--- config.mk ---
export PLATFORM = sky130hd
export DESIGN_NAME = uart_tx_framer
export DESIGN_NICKNAME = d
export VERILOG_FILES = /design/src/rtl/uart_pkg.sv /design/src/rtl/uart_tx_fifo.sv /design/src/rtl/uart_tx_framer.sv
export SDC_FILE = /design/constraint.sdc
export NUM_CORES = 1
export LEC_CHECK = 0
export CAP_MARGIN = 40
export CORE_UTILIZATION = 52
export CTS_CLUSTER_DIAMETER = 100
export DETAILED_ROUTE_END_ITERATION = 8
export GPL_TIMING_DRIVEN = 0
export PLACE_DENSITY = 0.81
export SKIP_CTS_REPAIR_TIMING = 1
export SLEW_MARGIN = 40
export SYNTH_ARGS = -nofsm -noshare
export SYNTH_HDL_FRONTEND = slang
export SYNTH_SLANG_ARGS = --single-unit
--- constraint.sdc ---
create_clock -name clk -period 3 [get_ports clk]
set_clock_uncertainty 0.15 [all_clocks]
set_input_delay 0.6 -clock clk [delete_from_list [all_inputs] [get_ports clk]]
set_output_delay 0.6 -clock clk [all_outputs]
set_load 0.03 [all_outputs]
--- src/rtl/uart_pkg.sv ---
// uart_pkg: shared UART transmit types and constants.
// UART_TX_PARITY_EN adds the PARITY state to the framer state type.
package uart_pkg;

    localparam int   UART_DATA_BITS  = 8;
    localparam logic UART_IDLE_LEVEL = 1'b1;

`ifdef UART_TX_PARITY_EN
    typedef enum logic [2:0] {IDLE, START, DATA, PARITY, STOP} tx_state_t;
`else
    typedef enum logic [2:0] {IDLE, START, DATA, STOP} tx_state_t;
`endif

endpackage

--- src/rtl/uart_tx_fifo.sv ---
// uart_tx_fifo: synchronous power-of-two byte FIFO with occupancy, full and empty flags.
module uart_tx_fifo #(
    parameter int DEPTH = 4,
    parameter int WIDTH = 8
) (
    input  logic                     clk,
    input  logic                     rst_n,
    input  logic                     push,
    input  logic [WIDTH-1:0]         wdata,
    input  logic                     pop,
    output logic [WIDTH-1:0]         rdata,
    output logic [$clog2(DEPTH):0]   level,
    output logic                     full,
    output logic                     empty
);

    localparam int AW = $clog2(DEPTH);

    logic [WIDTH-1:0] mem [DEPTH];
    logic [AW-1:0]    wptr, rptr;
    logic             do_push, do_pop;

    assign do_push = push && !full;
    assign do_pop  = pop && !empty;
    assign full    = level == (AW + 1)'(DEPTH);
    assign empty   = level == '0;
    assign rdata   = mem[rptr];

    // Pointers wrap naturally because DEPTH is a power of two
    always_ff @(posedge clk or negedge rst_n) begin
        if (!rst_n) begin
            wptr  <= '0;
            rptr  <= '0;
            level <= '0;
        end else begin
            if (do_push) wptr <= wptr + 1'b1;
            if (do_pop) rptr <= rptr + 1'b1;
            level <= level + {{AW{1'b0}}, do_push} - {{AW{1'b0}}, do_pop};
        end
    end

    always_ff @(posedge clk) begin
        if (do_push) mem[wptr] <= wdata;
    end

endmodule

--- src/rtl/uart_tx_framer.sv ---
// uart_tx_framer: FIFO-buffered UART transmitter, LSB first, STOP_BITS stop bits.
// Define UART_TX_PARITY_EN to insert an even-parity bit between data and stop.
module uart_tx_framer
    import uart_pkg::*;
#(
    parameter int FIFO_DEPTH = 4,
    parameter int STOP_BITS  = 1
) (
    input  logic                           clk,
    input  logic                           rst_n,
    input  logic [7:0]                     tx_data,
    input  logic                           tx_valid,
    output logic                           tx_ready,
    input  logic                           bps_tick,
    output logic                           bps_start,
    output logic                           txd,
    output logic                           tx_busy,
    output logic [$clog2(FIFO_DEPTH):0]    fifo_level
);

    localparam int CW = $clog2(UART_DATA_BITS);

    tx_state_t                 state, state_n;
    logic [UART_DATA_BITS-1:0] fifo_data, shift, shift_n;
    logic [CW-1:0]             bit_cnt, bit_cnt_n;
    logic                      stop_cnt, stop_cnt_n, txd_n;
    logic                      fifo_full, fifo_empty, pop, last_stop;
`ifdef UART_TX_PARITY_EN
    logic                      parity, parity_n;
`endif

    uart_tx_fifo #(.DEPTH(FIFO_DEPTH), .WIDTH(UART_DATA_BITS)) u_fifo (
        .clk   (clk),
        .rst_n (rst_n),
        .push  (tx_valid),
        .wdata (tx_data),
        .pop   (pop),
        .rdata (fifo_data),
        .level (fifo_level),
        .full  (fifo_full),
        .empty (fifo_empty)
    );

    assign tx_ready  = !fifo_full;
    assign bps_start = state != IDLE;
    assign tx_busy   = (state != IDLE) || (fifo_level != '0);
    assign last_stop = (state == STOP) && bps_tick && (stop_cnt == 1'(STOP_BITS - 1));
    // Loading from IDLE or straight out of the final stop bit keeps frames gapless
    assign pop       = !fifo_empty && ((state == IDLE) || last_stop);

    always_ff @(posedge clk or negedge rst_n) begin
        if (!rst_n) begin
            state    <= IDLE;
            shift    <= '0;
            bit_cnt  <= '0;
            stop_cnt <= 1'b0;
            txd      <= UART_IDLE_LEVEL;
`ifdef UART_TX_PARITY_EN
            parity   <= 1'b0;
`endif
        end else begin
            state    <= state_n;
            shift    <= shift_n;
            bit_cnt  <= bit_cnt_n;
            stop_cnt <= stop_cnt_n;
            txd      <= txd_n;
`ifdef UART_TX_PARITY_EN
            parity   <= parity_n;
`endif
        end
    end

    always_comb begin
        state_n    = state;
        shift_n    = shift;
        bit_cnt_n  = bit_cnt;
        stop_cnt_n = stop_cnt;
        txd_n      = txd;
`ifdef UART_TX_PARITY_EN
        parity_n   = parity;
`endif
        if (pop) begin
            state_n = START;
            shift_n = fifo_data;
            txd_n   = 1'b0;
`ifdef UART_TX_PARITY_EN
            parity_n = ^fifo_data;
`endif
        end else if (bps_tick) begin
            case (state)
                START: begin
                    state_n   = DATA;
                    txd_n     = shift[0];
                    bit_cnt_n = '0;
                end
                DATA: begin
                    if (bit_cnt == CW'(UART_DATA_BITS - 1)) begin
`ifdef UART_TX_PARITY_EN
                        state_n = PARITY;
                        txd_n   = parity;
`else
                        state_n    = STOP;
                        txd_n      = UART_IDLE_LEVEL;
                        stop_cnt_n = 1'b0;
`endif
                    end else begin
                        shift_n   = shift >> 1;
                        bit_cnt_n = bit_cnt + 1'b1;
                        txd_n     = shift[1];
                    end
                end
`ifdef UART_TX_PARITY_EN
                PARITY: begin
                    state_n    = STOP;
                    txd_n      = UART_IDLE_LEVEL;
                    stop_cnt_n = 1'b0;
                end
`endif
                STOP: begin
                    if (last_stop) state_n = IDLE;
                    else stop_cnt_n = stop_cnt + 1'b1;
                end
                default: ;
            endcase
        end
    end

endmodule

After elaboration in Yosys (flattened, before gate mapping)
Memory sizes are Yosys's and may differ from the RTL's.
Index checks and enable logic that the tools add are counted.
- add/subtract/negate cells: 6
- multipliers: 0
- divide/modulo/power cells: 0
- $lt $le $gt $ge: 0
- equal/unequal tests: 11
- shifts and indexed selects: 0
- multiplexer cells: 20
- bitwise operators: 2
- reductions and logical operators: 24
- operators by type and width (kind ; count):
    8-bit 2-to-1 mux ; 4
    3-bit 2-to-1 mux ; 5
    3-bit case mux with 3 select lines ; 1
    3-bit nonzero test ; 3
    4-bit AND reduction ; 2
    2-bit nonzero test ; 4
    1-bit 2-to-1 mux ; 7
    3-bit by 2-bit equality test with 1-bit output, second input constant ; 2
    3-bit equality test, second input constant ; 2
    3-bit zero test ; 2
    2-bit inequality test, second input constant ; 3
    3-bit by 2-bit inequality test with 1-bit output, second input constant ; 2
    3-bit case mux with 2 select lines ; 1
    1-bit logical AND ; 5
    5-bit AND reduction ; 1
    2-bit by 1-bit adder with 2-bit output, second input constant ; 2
    1-bit case mux with 2 select lines ; 2
    4-bit nonzero test ; 1
    3-bit by 1-bit adder with 3-bit output ; 1
    3-bit by 1-bit adder with 3-bit output, second input constant ; 1
    3-bit by 1-bit equality test with 1-bit output, second input constant ; 1
    3-bit AND reduction ; 1
    3-bit by 1-bit subtractor with 3-bit output ; 1
    1-bit zero test ; 2
    other kinds (5) ; 7
- flip-flop bits (word level): 23
- latch bits: 0
- memory bits (writable): 32
- bits in read-only memories: 0
- input bits: 12
- output and inout port bits: 7
- word-level logic and storage cells: 72
- memories: 1
- memories (memory ; depth ; width ; read ports ; clocked after memory_dff ; write ports ; RTL line ; RTL):
    u_fifo.mem ; 4 ; 8 ; 1 ; 0 ; 1 ; uart_tx_fifo.sv:19 ; logic [WIDTH-1:0] mem [DEPTH];

Logic depth before layout (Yosys ltp)
Gate-level depths: netlist of the first run.
- word-level depth: 7
- gate-level depth with buffers: 11
- gate-level depth less buffers: 10

Hierarchy
A second synthesis of the first run with hierarchy kept.
- cell total of the unflattened synthesis: 175
- area, all modules: 2498.6 sq um
- modules (own cells, without submodules) (module ; instances ; cells an instance ; area an instance (sq um) ; seq. area each (sq um)):
    uart_tx_fifo ; 1 ; 83 ; 1622.8 ; 1136.1
    uart_tx_framer ; 1 ; 92 ; 875.8 ; 376.6

Worst setup path before layout of the first run
No wires, ideal clock.
- path type: flip-flop to flip-flop
- start: reg u_fifo.level[2]
- end: reg u_fifo.level[2]
- setup time: 0.134 ns
- arrival: 2.379 ns
- required time: 2.716 ns
- setup slack: 0.336 ns
- stages on the path, launching flop included: 11
- buffers on the path: 1
- clock period less this slack: 2.664 ns
- path through: dfrtp_1 -> or3_4 -> o21ai_4 -> buf_6 -> inv_2 -> ha_1 -> inv_1 -> ha_1 -> fa_1 -> xor2_1 -> xnor2_1
- cells in the longest elaborated chain, start to end: 5
- elaborated cells between the ends (all ways): 9
- those cells by class: add/sub (2); eq/ne (1); reduce/logical (6)
- ends and longest elaborated chain (what ; RTL line ; RTL):
    from (decl) ; uart_tx_fifo.sv:12 ; output logic [$clog2(DEPTH):0] level,
    from (signal assigned) ; uart_tx_fifo.sv:38 ; level <= level + {{AW{1'b0}}, do_push} - {{AW{1'b0}}, do_pop};
    3-bit zero test * ; uart_tx_fifo.sv:26 ; assign empty = level == '0;
    1-bit zero test * ; uart_tx_fifo.sv:24, uart_tx_framer.sv:49 ;
    1-bit logical AND ; uart_tx_framer.sv:49 ; assign pop = !fifo_empty && ((state == IDLE) || last_stop);
    1-bit logical AND * ; uart_tx_fifo.sv:24 ; assign do_pop = pop && !empty;
    via u_fifo.do_pop ; uart_tx_fifo.sv:21 ; logic do_push, do_pop;
    3-bit by 1-bit subtractor with 3-bit output * ; uart_tx_fifo.sv:38 ;
Mark *: on every way through the listed nets, which the timed path passes. The rest lies on a longest branch.
A chain may end at the register's enable or synchronous reset.

Worst setup path in the final report of the first run
- start: reg state[0]
- end: reg u_fifo.level[2]
- cells in the longest elaborated chain, start to end: 7
- elaborated cells between the ends (all ways): 8
- those cells by class: add/sub (1); eq/ne (1); reduce/logical (6)
- ends and longest elaborated chain (what ; RTL line ; RTL):
    from (decl) ; uart_tx_framer.sv:23 ; tx_state_t state, state_n;
    from (signal assigned) ; uart_tx_framer.sv:62 ; state <= state_n;
    3-bit by 2-bit equality test with 1-bit output ; uart_tx_framer.sv:47 ; assign last_stop = (state == STOP) && bps_tick && (stop_cnt == 1'(STOP_BITS - 1));
    1-bit logical AND (2 in series) ; uart_tx_framer.sv:47 ;
    1-bit logical OR * ; uart_tx_framer.sv:49 ;
    1-bit logical AND * ; uart_tx_framer.sv:49 ;
    1-bit logical AND * ; uart_tx_fifo.sv:24 ;
    via u_fifo.do_pop ; uart_tx_fifo.sv:21 ;
    3-bit by 1-bit subtractor with 3-bit output * ; uart_tx_fifo.sv:38 ;
Marks and branches as above.

==> results of run 1 <==
## worst max path at each step
stage	cells past startpoint	start	to
floorplan	10	u_fifo.level[2]$_DFF_PN0_	u_fifo.level[2]$_DFF_PN0_
CTS	11	bps_tick	u_fifo.level[2]$_DFF_PN0_
global placement	11	bps_tick	u_fifo.level[2]$_DFF_PN0_
global route	11	state[0]$_DFFE_PN0P_	u_fifo.level[2]$_DFF_PN0_
finish	11	state[0]$_DFFE_PN0P_	u_fifo.level[2]$_DFF_PN0_
detailed placement	11	bps_tick	u_fifo.level[2]$_DFF_PN0_
## placed cells by master, fill, tap and decap left out, types with 2 or more instances in the layout
cell	instances
edfxtp_1	32
dfrtp_1	21
clkdlybuf4s50_1	16
inv_1	14
ha_1	13
a21oi_1	10
mux2i_1	10
nor2_1	9
mux4_2	8
nand2_1	8
clkbuf_8	5
xnor2_1	4
and3_1	4
buf_6	3
o21ai_0	3
nand3_1	2
or2_2	2
buf_2	2
bufinv_16	2
## sequential cells by signal, summed over array words and instances (netlist names)
name	flops
u_fifo.wptr	2
txd	1
bit_cnt	3
stop_cnt	1
u_fifo.level	3
u_fifo.rptr	2
state	2
shift	8
u_fifo.mem	32
## per-layer routing
| layer | global-route usage [%] | routed length (um) | share of wire, % | up-vias |
|---|---|---|---|---|
| met5 | 0 | 0 | 0 | - |
| met1 | 23.2 | 1690 | 43 | 660 |
| li1 | - | - | - | 631 |
| met3 | 4.18 | 108 | 2.7 | 6 |
| met2 | 30.7 | 2110 | 53 | 19 |
| met4 | 5.78 | 49 | 1.2 | 0 |
## final cells by class
type	count	area share (%)
clock buffer	5	2.45
tap	52	2.32
buffer	6	1.69
inverter	15	2.01
sequential	54	53.9
timing repair buffer	18	6.33
multi-input combinational	88	29.1
clock inverter	3	2.27
## metrics by stage
| stage | setup TNS [ps] | utilization [%] | instance area (sq um) | hold slack, ps | total power, uW |
|---|---|---|---|---|---|
| floorplan | 0 | - | 2430 | 154 | 2010 |
| global placement | -303 | 60.7 | 2680 | 335 | 2250 |
| detailed placement | -378 | 60.5 | 2670 | 360 | 2330 |
| CTS | -34.8 | 63.5 | 2810 | 118 | 2890 |
| global route | 0 | 63.6 | 2810 | 136 | 3050 |
| finish | 0 | 63.6 | 2810 | 93.4 | 2870 |
## critical path, cell delays in order, from the launching register on
cell and delay [ps]:
dfrtp_1 450, ha_1 270, and3b_1 220, o21ai_4 170, buf_6 170, inv_2 70, ha_1 280, inv_1 40
ha_1 190, fa_1 410, xor2_1 190, xnor2_1 160
## power by group
| group | internal, uW | leakage [uW] | switching (uW) | total, uW |
|---|---|---|---|---|
| combinational | 534 | 0.000554 | 624 | 1160 |
| clock | 330 | 0.0000658 | 231 | 562 |
| sequential | 1030 | 0.000553 | 118 | 1150 |
| total | 1900 | 0.00117 | 974 | 2870 |
## kinds of logic (layout without fill, tap and decap cells)
| kind of cell | after synthesis | after routing |
|---|---|---|
| adders and majority gates | 14 | 14 |
| buffers and inverters | 21 | 47 |
| muxes | 20 | 20 |
| DFF | 54 | 54 |
| AOI/OAI and AO/OA | 17 | 17 |
| xor gates and xnor gates | 5 | 5 |
| and+or+nand+nor | 32 | 32 |
==> results.cfg, run 1 <==
[status]
outcome = finished clean

[grt]
grt_pass1_vias = 1416
grt-ovfl-total = 0
antenna_found_initial = 0
globalRouteTotalUtil_pct = 18.2
grt_start_max_net_pins = 23
grt_pass1_wl_um = 6840

[setup_path]
worstReg2RegStart = state[0]$_DFFE_PN0P_
required_ps = 3060
r2r_setup_slack_ps = 150
cp.arrival_ps = 2910
startpoint_type = register
setup.worst_path.class = reg2reg
worstPathMaxFanout = 10
ff2ff_path_depth = 11
rr_endpoint = u_fifo.level[2]$_DFF_PN0_
setup.worst_path.end_class = register

[placed_design]
place_inst = 233
place_hpwl_um = 2820
pre_cts_ws_ps = -307
gp_congestion = 0.768
portBuffers = 18

[synth]
ys_warn_count = 0
ys_seq_elements = 54
syn_area_per_cell_sq_um = 14.9
synth_common_cells = 32 x edfxtp_1, 21 x dfrtp_1, 14 x inv_1, 13 x ha_1
yosys.area_share.simple_pct = 7.36
synthMuxAreaShare_pct = 12.6
async_flop_share_pct = 40.7
synth_top_family_by_area = multiplexers
synth_xor_area_share_pct = 1.80
yosysMostFrequentCell = edfxtp_1
synth_top_area_share_pct = 39.5
synth_fa_ha_area_share_pct = 7.51
synth_top_area_cell = edfxtp_1
seq_area_frac_synth_pct = 62.2
synth_nets = 189
synth_flop_cell = edfxtp_1
netlist_instances = 163
synth-compound-area-share_pct = 4.27
synth.area.top_cells = edfxtp_1 40%, dfrtp_1 22%, mux4_2 7.4%
synth-edff-count = 32
netlist_area_sq_mm = 0.00243
ys_types = 35

[clocking]
path_clk_slew_ps = 100
clock_latency_ps = 310
htree_levels = 2
cts_buffers = 5
cts_root_buf = clkbuf_8
cts.sinks = 54
cts_tree = done
cts_buffer_depth = 2

[die]
core_sq_mm = 0.00441
num_io_pins = 19
rows = 24
initial_core_util_pct = 55.1
fp.dieW_um = 70.4
die_area_sq_mm = 0.00495
die_h_um = 70.4

[pwr]
p_per_area_mw_per_mm2 = 1020
power.leakage_uw = 0.00117
irDropWorstVdd_uv = 701

[timing]
fin_crit_sh_pct = 94.9
relSlewSlack_pct = 64.1
finalMaxSlewViolations = 0
fmax_mhz = 351
worst_pin_slew_ps = 538
rsz0062_at_grt = no
final_hold_viol_count = 0
setup_viol = 0
fin_crit_ps = 2850
layout_setup_ws_ps = 152

[finish]
syn_to_final_growth_pct = 15.4
finalNetCount = 214
fillers = 307
fin_cells = 241
multi_input_area_sq_um = 816
n_antenna_cell = 0
drive_above_1_share_pct = 15.9
seq_area_sq_mm = 0.00151

[worst_hold_path]
hold_path_class = in2async

[drt]
viasPerCell = 5.46
routedWlPerCell_um = 16.4
post-route-drc-count = 0
dr.pass1.iters = 4
wl_um = 3960
vias = 1316
drt_iter0_markers = 61
detail-route-antenna-nets = 0

[run]
maxCapViolations = 0
No activity file was read; power rests on OpenSTA's default activity.
==> run 2: changes to the inputs <==
--- a/config.mk
+++ b/config.mk
@@ -12,7 +12,6 @@
 export GPL_TIMING_DRIVEN = 0
 export PLACE_DENSITY = 0.81
 export SKIP_CTS_REPAIR_TIMING = 1
-export SLEW_MARGIN = 40
 export SYNTH_ARGS = -nofsm -noshare
 export SYNTH_HDL_FRONTEND = slang
 export SYNTH_SLANG_ARGS = --single-unit
==> results.cfg, run 2 (synthesis results as in run 1) <==
[timing]
fin_crit_sh_pct = 94.5
final_hold_viol_count = 0
rsz0062_at_grt = no
relSlewSlack_pct = 60.8
setup_viol = 0
layout_setup_ws_ps = 164
finalMaxSlewViolations = 0
fin_hold_ws_ps = 373
worst_pin_slew_ps = 586
fmax_mhz = 353
fin_setup_tns_ps = 0
fin_crit_ps = 2840

[setup_path]
worstReg2RegStart = state[0]$_DFFE_PN0P_
worstPathMaxFanout = 5
required_ps = 2250
crit_top_cell = inv_1
cpMaxStageDelayCell = clkdlybuf4s50_1
critical_path.top_delay_family = buffers and inverters
rr_endpoint = u_fifo.level[2]$_DFF_PN0_
ff2ff_path_depth = 11
crit_path_cell_trace = inv_1, ha_1, inv_1, or2_2, clkdlybuf4s50_1
endpoint = tx_busy
setup.worst_path.class = reg2out
cp-startpoint = state[0]$_DFFE_PN0P_
setup.worst_path.end_class = primary output
startpoint_type = register
cp_num_cells = 5
critPathBufInv = 3
cp.arrival_ps = 2090
cp_slowest_stage_delay_ps = 590
r2r_setup_slack_ps = 180

[finish]
largest_reg_flops = 32
layout_common_cells = 32 x edfxtp_1, 21 x dfrtp_1, 17 x clkdlybuf4s50_1
syn_to_final_growth_pct = 14.3
drive_above_1_share_pct = 15.8
fin_util_pct = 63.0
fillers = 311
final_common_cell = edfxtp_1
top_register = u_fifo.mem
n_antenna_cell = 0
top_regs = u_fifo.mem (32), shift (8)
finalNetCount = 215

[clocking]
cts_buffers = 5
cts_root_buf = clkbuf_8
cts.sinks = 54
cts_buffer_depth = 2
clock_latency_ps = 300
cts_tree = done
htree_levels = 2
path_clk_slew_ps = 90

[drt]
routedWlPerCell_um = 16.5
dr.pass1.iters = 4
detail-route-antenna-nets = 0
vias = 1333
wl_um = 4000
viasPerCell = 5.51
drt_iter0_markers = 67
post-route-drc-count = 0

[die]
die_area_sq_mm = 0.00495
core_sq_mm = 0.00441
fp.dieW_um = 70.4
die_h_um = 70.4
initial_core_util_pct = 55.1
num_io_pins = 19
rows = 24

[worst_hold_path]
hold_path_class = reg2reg
min-delay-start = stop_cnt$_DFFE_PN0P_

[placed_design]
portBuffers = 18
place_hpwl_um = 2890
gp_congestion = 0.768
pre_cts_ws_ps = -319

[grt]
antenna_found_initial = 0
grt_pass1_wl_um = 6810
grt_start_max_net_pins = 17
grt_pass1_vias = 1399
grt-ovfl-total = 0
globalRouteTotalUtil_pct = 18.3

[pwr]
irDropWorstVdd_uv = 593
p_per_area_mw_per_mm2 = 971
power.leakage_uw = 0.00116

[run]
maxCapViolations = 0

[status]
outcome = finished clean
==> run 2: changes by cell type in the layout (fill, tap and decap cells not counted), sizes merged <==
| cell | before | now |
|---|---|---|
| clkdlybuf4s50 | 16 | 17 |
| clkinvlp | 0 | 1 |
| bufinv | 2 | 0 |
| clkinv | 1 | 2 |
==> run 2: report_power, final <==
part | internal (uW) | total (uW) | switching, uW
clock | 160 | 391 | 231
combinational | 537 | 1150 | 617
sequential | 1030 | 1160 | 121
==> run 2: how the worst min path moves through the flow <==
stage / end / slack (ps) / depth (start not counted)
floorplan: bit_cnt[0]$_DFFE_PN0P_ / 150 / 0
global placement: shift[7]$_DFFE_PN0P_ / 340 / 2
detailed placement: stop_cnt$_DFFE_PN0P_ / 360 / 2
CTS: stop_cnt$_DFFE_PN0P_ / 370 / 2
global route: stop_cnt$_DFFE_PN0P_ / 410 / 2
finish: stop_cnt$_DFFE_PN0P_ / 370 / 2
==> run 2: worst min-delay path, stage by stage, from the launching register on <==
cell	delay, ps
dfrtp_1	400
inv_1	60
a31oi_1	30
==> run 2: metrics by stage <==
| step | std cells | power [uW] | instance area [sq um] |
|---|---|---|---|
| floorplan | 163 | 2010 | 2430 |
| global placement | 233 | 2250 | 2680 |
| detailed placement | 234 | 2330 | 2690 |
| CTS | 242 | 2720 | 2780 |
| global route | 242 | 2880 | 2780 |
| finish | 242 | 2700 | 2780 |
==> run 2: area by class of cell <==
type	instances	area (sq um)	area share, %
Clock inverter	3	16.3	0.585
Sequential cell	54	1510	54.4
Buffer	6	47.5	1.71
Tap cell	52	65.1	2.34
Multi-Input combinational cell	88	816	29.3
Clock buffer	5	68.8	2.48
Timing Repair Buffer	19	198	7.11
Inverter	15	56.3	2.03
==> run 2: per-layer routing <==
layer  wire length, um  GRT usage (%)  part of all wire, %
met4                53           6.44                  1.3
met3               149           4.76                  3.7
met5                 0              0                    0
met1              1730           23.5                   43
met2              2060           29.9                   52
